<file path="src/rtl/phy_rx_lane_destripe.sv">
// Receive-side lane de-striper for the 4-lane PHY.
// Locks onto the COM framing symbol in a serialized byte stream, then un-stripes the following
// bytes round-robin into four 8-bit lanes and presents each complete group with a 1-cycle valid.
// Optional feature: define PHYRX_SKP_DROP_EN to discard SKP_SYM bytes while aligned.
module phy_rx_lane_destripe #(
  parameter logic [7:0]  COM_SYM = 8'hBC,
  parameter logic [7:0]  SKP_SYM = 8'h1C,
  parameter int unsigned GAP_MAX = 8
) (
  input  logic       clk,
  input  logic       reset_L,
  input  logic [7:0] data_in,
  input  logic       valid_in,
  output logic [7:0] out0,
  output logic [7:0] out1,
  output logic [7:0] out2,
  output logic [7:0] out3,
  output logic       valid_out,
  output logic       aligned,
  output logic       partial_drop,
  output logic       sync_lost
);

  localparam logic [7:0] GapMax = 8'(GAP_MAX);

  typedef enum logic [0:0] {StSearch, StAligned} state_e;

  state_e          state_q, state_d;
  logic [1:0]      lane_q, lane_d;
  logic [7:0]      gap_q, gap_d;
  // Only lanes 0..2 need holding; the 4th byte goes straight to the output register.
  logic [2:0][7:0] slot_q, slot_d;
  logic [3:0][7:0] out_q, out_d;
  logic            valid_out_q, valid_out_d;
  logic            pdrop_q, pdrop_d;
  logic            slost_q, slost_d;

  logic            com_hit;
  logic            skp_hit;

  assign com_hit = (data_in == COM_SYM);

`ifdef PHYRX_SKP_DROP_EN
  assign skp_hit = (data_in == SKP_SYM);
`else
  logic unused_skp;
  assign unused_skp = ^SKP_SYM;
  assign skp_hit    = 1'b0;
`endif

  // Next-state: framing search, lane striping, realign and gap timeout.
  always_comb begin
    state_d     = state_q;
    lane_d      = lane_q;
    gap_d       = gap_q;
    slot_d      = slot_q;
    out_d       = out_q;
    valid_out_d = 1'b0;
    pdrop_d     = 1'b0;
    slost_d     = 1'b0;

    unique case (state_q)
      StSearch: begin
        if (valid_in && com_hit) begin
          state_d = StAligned;
          lane_d  = 2'd0;
          gap_d   = 8'd0;
          slot_d  = '0;
        end
      end
      StAligned: begin
        if (valid_in) begin
          // Any valid byte (COM, SKP or data) counts as link activity.
          gap_d = 8'd0;
          if (com_hit) begin
            pdrop_d = (lane_q != 2'd0);
            lane_d  = 2'd0;
            slot_d  = '0;
          end else if (!skp_hit) begin
            if (lane_q == 2'd3) begin
              out_d       = {data_in, slot_q[2], slot_q[1], slot_q[0]};
              valid_out_d = 1'b1;
              slot_d      = '0;
            end else begin
              for (int i = 0; i < 3; i++) begin
                if (lane_q == 2'(i)) slot_d[i] = data_in;
              end
            end
            lane_d = lane_q + 2'd1;
          end
        end else if (gap_q >= GapMax) begin
          // GAP_MAX idle cycles already counted and this one is idle too.
          state_d = StSearch;
          lane_d  = 2'd0;
          gap_d   = 8'd0;
          slot_d  = '0;
          slost_d = 1'b1;
        end else if (gap_q != 8'hFF) begin
          gap_d = gap_q + 8'd1;
        end
      end
      default: state_d = StSearch;
    endcase
  end

  // State and registered outputs; async reset drops any partial group silently.
  always_ff @(posedge clk or negedge reset_L) begin
    if (!reset_L) begin
      state_q     <= StSearch;
      lane_q      <= 2'd0;
      gap_q       <= 8'd0;
      slot_q      <= '0;
      out_q       <= '0;
      valid_out_q <= 1'b0;
      pdrop_q     <= 1'b0;
      slost_q     <= 1'b0;
    end else begin
      state_q     <= state_d;
      lane_q      <= lane_d;
      gap_q       <= gap_d;
      slot_q      <= slot_d;
      out_q       <= out_d;
      valid_out_q <= valid_out_d;
      pdrop_q     <= pdrop_d;
      slost_q     <= slost_d;
    end
  end

  assign out0         = out_q[0];
  assign out1         = out_q[1];
  assign out2         = out_q[2];
  assign out3         = out_q[3];
  assign valid_out    = valid_out_q;
  assign aligned      = (state_q == StAligned);
  assign partial_drop = pdrop_q;
  assign sync_lost    = slost_q;

endmodule

</file>
<file path="config.mk">
export PLATFORM = sky130hd
export DESIGN_NAME = phy_rx_lane_destripe
export DESIGN_NICKNAME = d
export VERILOG_FILES = /design/src/rtl/phy_rx_lane_destripe.sv
export SDC_FILE = /design/constraint.sdc
export NUM_CORES = 1
export LEC_CHECK = 0
export BUFFER_PORTS_ARGS = -buffer_cell sky130_fd_sc_hd__buf_4
export CAP_MARGIN = 20
export CORE_AREA = 2 2 107 109
export CTS_CLUSTER_SIZE = 25
export DETAILED_ROUTE_END_ITERATION = 10
export DIE_AREA = 0 0 109 111
export PLACE_DENSITY = 0.49
export SYNTH_ARGS = -nofsm -noshare
export SYNTH_HDL_FRONTEND = slang
export SYNTH_SLANG_ARGS = --single-unit
export TNS_END_PERCENT = 1
</file>
<file path="constraint.sdc">
create_clock -name clk -period 3.45 [get_ports clk]
set_clock_uncertainty 0.2 [all_clocks]
set_input_delay 0.1725 -clock clk [delete_from_list [all_inputs] [get_ports clk]]
set_output_delay 0.1725 -clock clk [all_outputs]
set_load 0.01 [all_outputs]
</file>
==> metrics.csv, run 1 <==
metric;value;unit
Hold Crit Class;in2async;
RD Place Congestion;0.748;
total gr overflow;0;
port buffer count;46;
Top delay family on crit path;buffers and inverters;
CP startpoint kind;input pin;
area occupied by multi-input gates;0.00117;mm2
Worst-Margin Slew;903;ps
# diodes;0;
leading area contributor after synthesis;dfrtp_1;
wire per inst;15.4;um
vias;1845;
initial antenna violation count;0;
Core Region;0.0111;mm2
Cell Area, Synth;0.00299;mm2
setup bufs post-CTS;0;
Routed Antenna Nets;0;
number of flops mapped to enable cells by yosys;0;
CP max FO;17;
Clock Path Buffers;2;
Synth Instances;199;
Post-Syn Area per Cell;15.0;um2
period utilisation layout;0.638;
Max VDD drop;287;uV
All-Layer GR Usage;0.115;
Power, Total;3.08;mW
PwrDens;785;mW/mm2
final hold vios;0;
via density per instance;4.49;
Synth area leaders;dfrtp_1, mux2_4, a22o_1;
# rows;39;
DR pass1 iterations;4;
Syn. warnings;0;
#FFs+latches synth;70;
fin. max-slew vios;0;
Critical Path, Cell by Cell;dlygate4sd3_1 > buf_4 > nand4b_2 > nor2_4 > nor2_4 > buf_4 > mux2_4;
Die ar.;0.0121;mm2
Total Wirelength;6310;um
1st-iter DRT viols;62;
synthesized net count;216;
fin crit period;2200;ps
max_cap viols;0;
io pins;47;
Die Width;109;um
CP Capture Type;flip-flop;
DPL Wire Length;4220;um
Leak Pwr;1.87;nW
fmax;454;MHz
crit path max-delay cell type;dlygate4sd3_1;
Clock Tree Root;clkbuf_16;
Cell variety after synth;40;
number of global-route vias before repair;1923;
share of cells above drive strength 1;0.414;
clock sinks;70;
status;finished clean;
Die Y;111;um
Post-synth top cells;dfrtp_1, mux2_4, a22o_1;
most common cell in the synthesized netlist;dfrtp_1;
pin count of the biggest net entering global routing;71;
first-pass GRT wire length;10300;um
Initial Utilization;0.270;
Worst-path clk slew;60;ps
Final Setup Violations;0;
clk_lat worst skew;330;ps
Inserted Clock Buffers;9;
asr flop ratio synth;1.00;
top_reg_cell synth;dfrtp_1;
TNS Setup;0;ps
H-Tree Depth;3;
layout net count;280;
TritonCTS clock tree;done;
Arr. time, crit path;2210;ps
fillers;1082;
slew margin rel.;0.398;
largest stage delay on the critical path;530;ps
RSZ-0062 raised after global routing;false;
Reg area;0.00175;mm2
Synth top area share;0.585;
CP Buf/Inv Count;3;
DRC;0;
Critical Path RT;3460;ps
sequential area share after synthesis;0.585;
area delta synth->final;31.3;%
Critical Setup Path Class;in2reg;
[placed cells by master, fill, tap and decap left out, drive strengths merged, types with 2 or more instances in the layout]
cell / Yosys / layout
dfrtp: 70 / 70
nand3: 2 / 2
nand2: 7 / 7
buf: 4 / 48
a2bb2oi: 2 / 2
dlygate4sd3: 0 / 10
clkinv: 0 / 2
clkbuf: 1 / 9
nor3: 5 / 5
a21oi: 2 / 2
or3: 2 / 2
o21ai: 7 / 7
ha: 6 / 6
a22o: 24 / 24
mux2: 33 / 33
nand2b: 2 / 2
nor2: 7 / 7
inv: 7 / 8
bufinv: 0 / 3
o21a: 4 / 4
[routing by layer]
metal  up-vias  wire [um]  track usage
li1        873          -            -
met2        33       2990        0.171
met4         0        117       0.0436
met1       927       2930        0.154
met3        12        272       0.0382
met5         -          0            0
[layout make-up]
type | count | share of cell area
repair buffers | 58 | 0.117
clock inverters | 7 | 0.0306
clock buffers | 9 | 0.0573
inverters | 7 | 0.00669
flip-flops and latches | 70 | 0.446
multi-input cells | 117 | 0.297
well taps | 143 | 0.0455
[worst reg2reg max path, cell delays in order (launching register included)]
cell and delay, ps:
dfrtp_1 710, nand3_1 210, nor2_4 120, buf_4 300, mux2_2 400
[where the power goes]
part	internal [mW]	switching [mW]
sequential	1.06	0.152
combinational	0.489	0.320
clock	0.708	0.354
[worst paths after layout]
| path | start | endpoint | slack (ps) | cells past startpoint |
|---|---|---|---|---|
| setup / recovery | data_in[6] | out1[0]$_DFFE_PN0P_ | 1250 | 7 |
| hold reg to reg | slot_q[5]$_DFFE_PN0P_ | slot_q[5]$_DFFE_PN0P_ | 300 | 1 |
| max in group asynchronous | reset_L | slot_q[14]$_DFFE_PN0P_ | 2140 | 2 |
| min in group clk | slot_q[5]$_DFFE_PN0P_ | slot_q[5]$_DFFE_PN0P_ | 300 | 1 |
| setup reg to reg | aligned$_DFF_PN0_ | out3[0]$_DFFE_PN0P_ | 1400 | 4 |
| hold / removal | reset_L | out0[2]$_DFFE_PN0P_ | 280 | 2 |
[kinds of logic after synthesis]
group | Yosys count | share of synthesized area
AND/OR/NAND/NOR | 32 | 0.0778
multiplexers | 34 | 0.164
flip-flops | 70 | 0.585
buffers and inverters | 12 | 0.0251
adder cells (fa/ha/maj) | 6 | 0.0251
AO/OA/AOI/OAI | 45 | 0.123
[metrics by stage]
stage	area, um2	setup WS, ps	instances	utilization	hold WS, ps
floorplan	2990	1760	199	-	-323
global route	3930	1160	411	0.355	312
CTS	3930	1250	411	0.355	306
global placement	3480	1440	385	0.314	165
detailed placement	3480	1410	385	0.314	163
finish	3930	1250	411	0.355	284
[state kept, by name, indices dropped and copies added, names as in the netlist]
signal	flops
gap_q	8
valid_out	1
aligned	1
slot_q	24
partial_drop	1
sync_lost	1
lane_q	2
out1	8
out2	8
out0	8
out3	8
[repair_timing]
action,CTS,global route
hold endpoints to repair,104,0
setup endpoints to repair,0,0
gates resized for setup,0,0
hold buffers,10,0
Power figures use the tool's default switching activity.
==> inputs of run 2 (changes only) <==
- PLACE_DENSITY: 0.49 -> 0.5
- clock period: 3.45 -> 2 ns (I/O delays scaled with it)
==> metrics.csv, run 2 (synthesis results as in run 1) <==
metric;value;unit
status;finished clean;
Leak Pwr;1.92;nW
first-pass GRT wire length;10900;um
Total Wirelength;6490;um
fmax;510;MHz
FF-to-FF End;slot_q[8]$_DFFE_PN0P_;
Worst path most repeated cell;buf_4;
Clock Tree Root;clkbuf_16;
CP Buf/Inv Count;4;
R2R cell count;5;
max reg flops;24;
area delta synth->final;34.3;%
vias;1861;
number of global-route vias before repair;2014;
RD Place Congestion;0.791;
Initial Utilization;0.270;
Worst-Margin Slew;554;ps
DRC;0;
clk_lat worst skew;330;ps
# rows;39;
io pins;47;
share of cells above drive strength 1;0.433;
layout net count;289;
Crit. path cell count;8;
Power, Total;5.26;mW
Die Width;109;um
final hold vios;0;
wire per inst;15.5;um
launch point of the worst reg-to-reg path;lane_q[0]$_DFFE_PN0P_;
TritonCTS clock tree;done;
# diodes;0;
Worst Setup SP;data_in[0];
initial antenna violation count;0;
DPL Wire Length;4530;um
largest stage delay on the critical path;540;ps
PwrDens;1310;mW/mm2
Resized cells post-CTS;0;
Top delay family on crit path;buffers and inverters;
R2R setup slack;170;ps
leading cell type in the layout, fill and taps excluded;dfrtp_1;
Routed Antenna Nets;0;
Critical Setup Path Class;in2reg;
via density per instance;4.43;
slew margin rel.;0.628;
Largest Register;slot_q;
max_cap viols;0;
Hold Crit Class;in2async;
Arr. time, crit path;1970;ps
Max VDD drop;482;uV
Critical Path, Cell by Cell;dlygate4sd3_1 > buf_4 > nand4bb_2 > nor2_4 > buf_4 > nor3_2 > buf_4 > a22o_1;
Fin Hold WS;54.1;ps
Core Region;0.0111;mm2
fin. max-slew vios;0;
Worst-path clk slew;60;ps
pin count of the biggest net entering global routing;34;
H-Tree Depth;3;
Die Y;111;um
DR pass1 iterations;4;
port buffer count;46;
CP startpoint kind;input pin;
Inserted Clock Buffers;9;
Final Setup Violations;0;
All-Layer GR Usage;0.120;
fin crit period;1960;ps
Critical Path RT;2010;ps
crit path max-delay cell type;dlygate4sd3_1;
worst setup path endpoint;slot_q[17]$_DFFE_PN0P_;
CP max FO;8;
1st-iter DRT viols;100;
total gr overflow;0;
CP Capture Type;flip-flop;
clock sinks;70;
TNS Setup;0;ps
Die ar.;0.0121;mm2
Clock Path Buffers;2;
period utilisation layout;0.980;
most frequent cells in the layout;dfrtp_1, buf_4, mux2_4;
-- run 2: repair_timing --
action	4_1_cts	5_1_grt
hold endpoints to repair	107	0
endpoints found under the setup margin	0	45
buffers inserted	0	3
hold buffers	10	0
-- run 2: final cells by class --
| cell class | instances | area [um2] |
|---|---|---|
| inverter | 7 | 26.3 |
| fill | 1052 | 7060 |
| clock inverter | 6 | 92.6 |
| timing repair buffer | 67 | 566 |
| sequential | 70 | 1750 |
| clock buffer | 10 | 239 |
| tap | 143 | 179 |
| multi-input combinational | 117 | 1170 |
-- run 2: where the power goes --
part           total (mW)  internal [mW]  leakage [nW]  switching (mW)
clock                1.74           1.13         0.155           0.608
sequential           2.08           1.83         0.920           0.254
combinational        1.44          0.875         0.844           0.567
total                5.26           3.83          1.92            1.43
-- run 2: worst min path at each step --
stage                     startpoint                    end  slack, ps  cells past startpoint
after floorplan              reset_L      aligned$_DFF_PN0_       -400                      0
after global placement       reset_L    out1[1]$_DFFE_PN0P_       -120                      1
after detailed placement     reset_L    out0[1]$_DFFE_PN0P_       -120                      1
after CTS                    reset_L  slot_q[0]$_DFFE_PN0P_         60                      2
after global routing         reset_L    out1[6]$_DFFE_PN0P_        110                      2
final                        reset_L  slot_q[2]$_DFFE_PN0P_         50                      2
-- run 2: layer usage --
layer,up-vias,share of wire,track usage
met5,-,0,0
met3,13,0.046,0.0417
met4,0,0.030,0.0615
met1,912,0.48,0.164
met2,46,0.45,0.166
li1,890,-,-
-- run 2: worst reg2reg max path, stage by stage, from the launching register on --
cell      delay [ps]
dfrtp_1          400
ha_1             210
nand2b_2         220
o21a_1           200
o21ai_2          340
a22o_1           200
-- run 2: metrics by stage --
stage           util  instance area [um2]  setup WS [ps]  instances
6_report       0.363                 4020           39.8        420
5_1_grt        0.363                 4020          -21.3        420
4_1_cts        0.361                 4000           23.7        417
3_5_place_dp   0.322                 3570            182        391
3_3_place_gp   0.322                 3570            187        391
2_1_floorplan      -                 2990            313        199
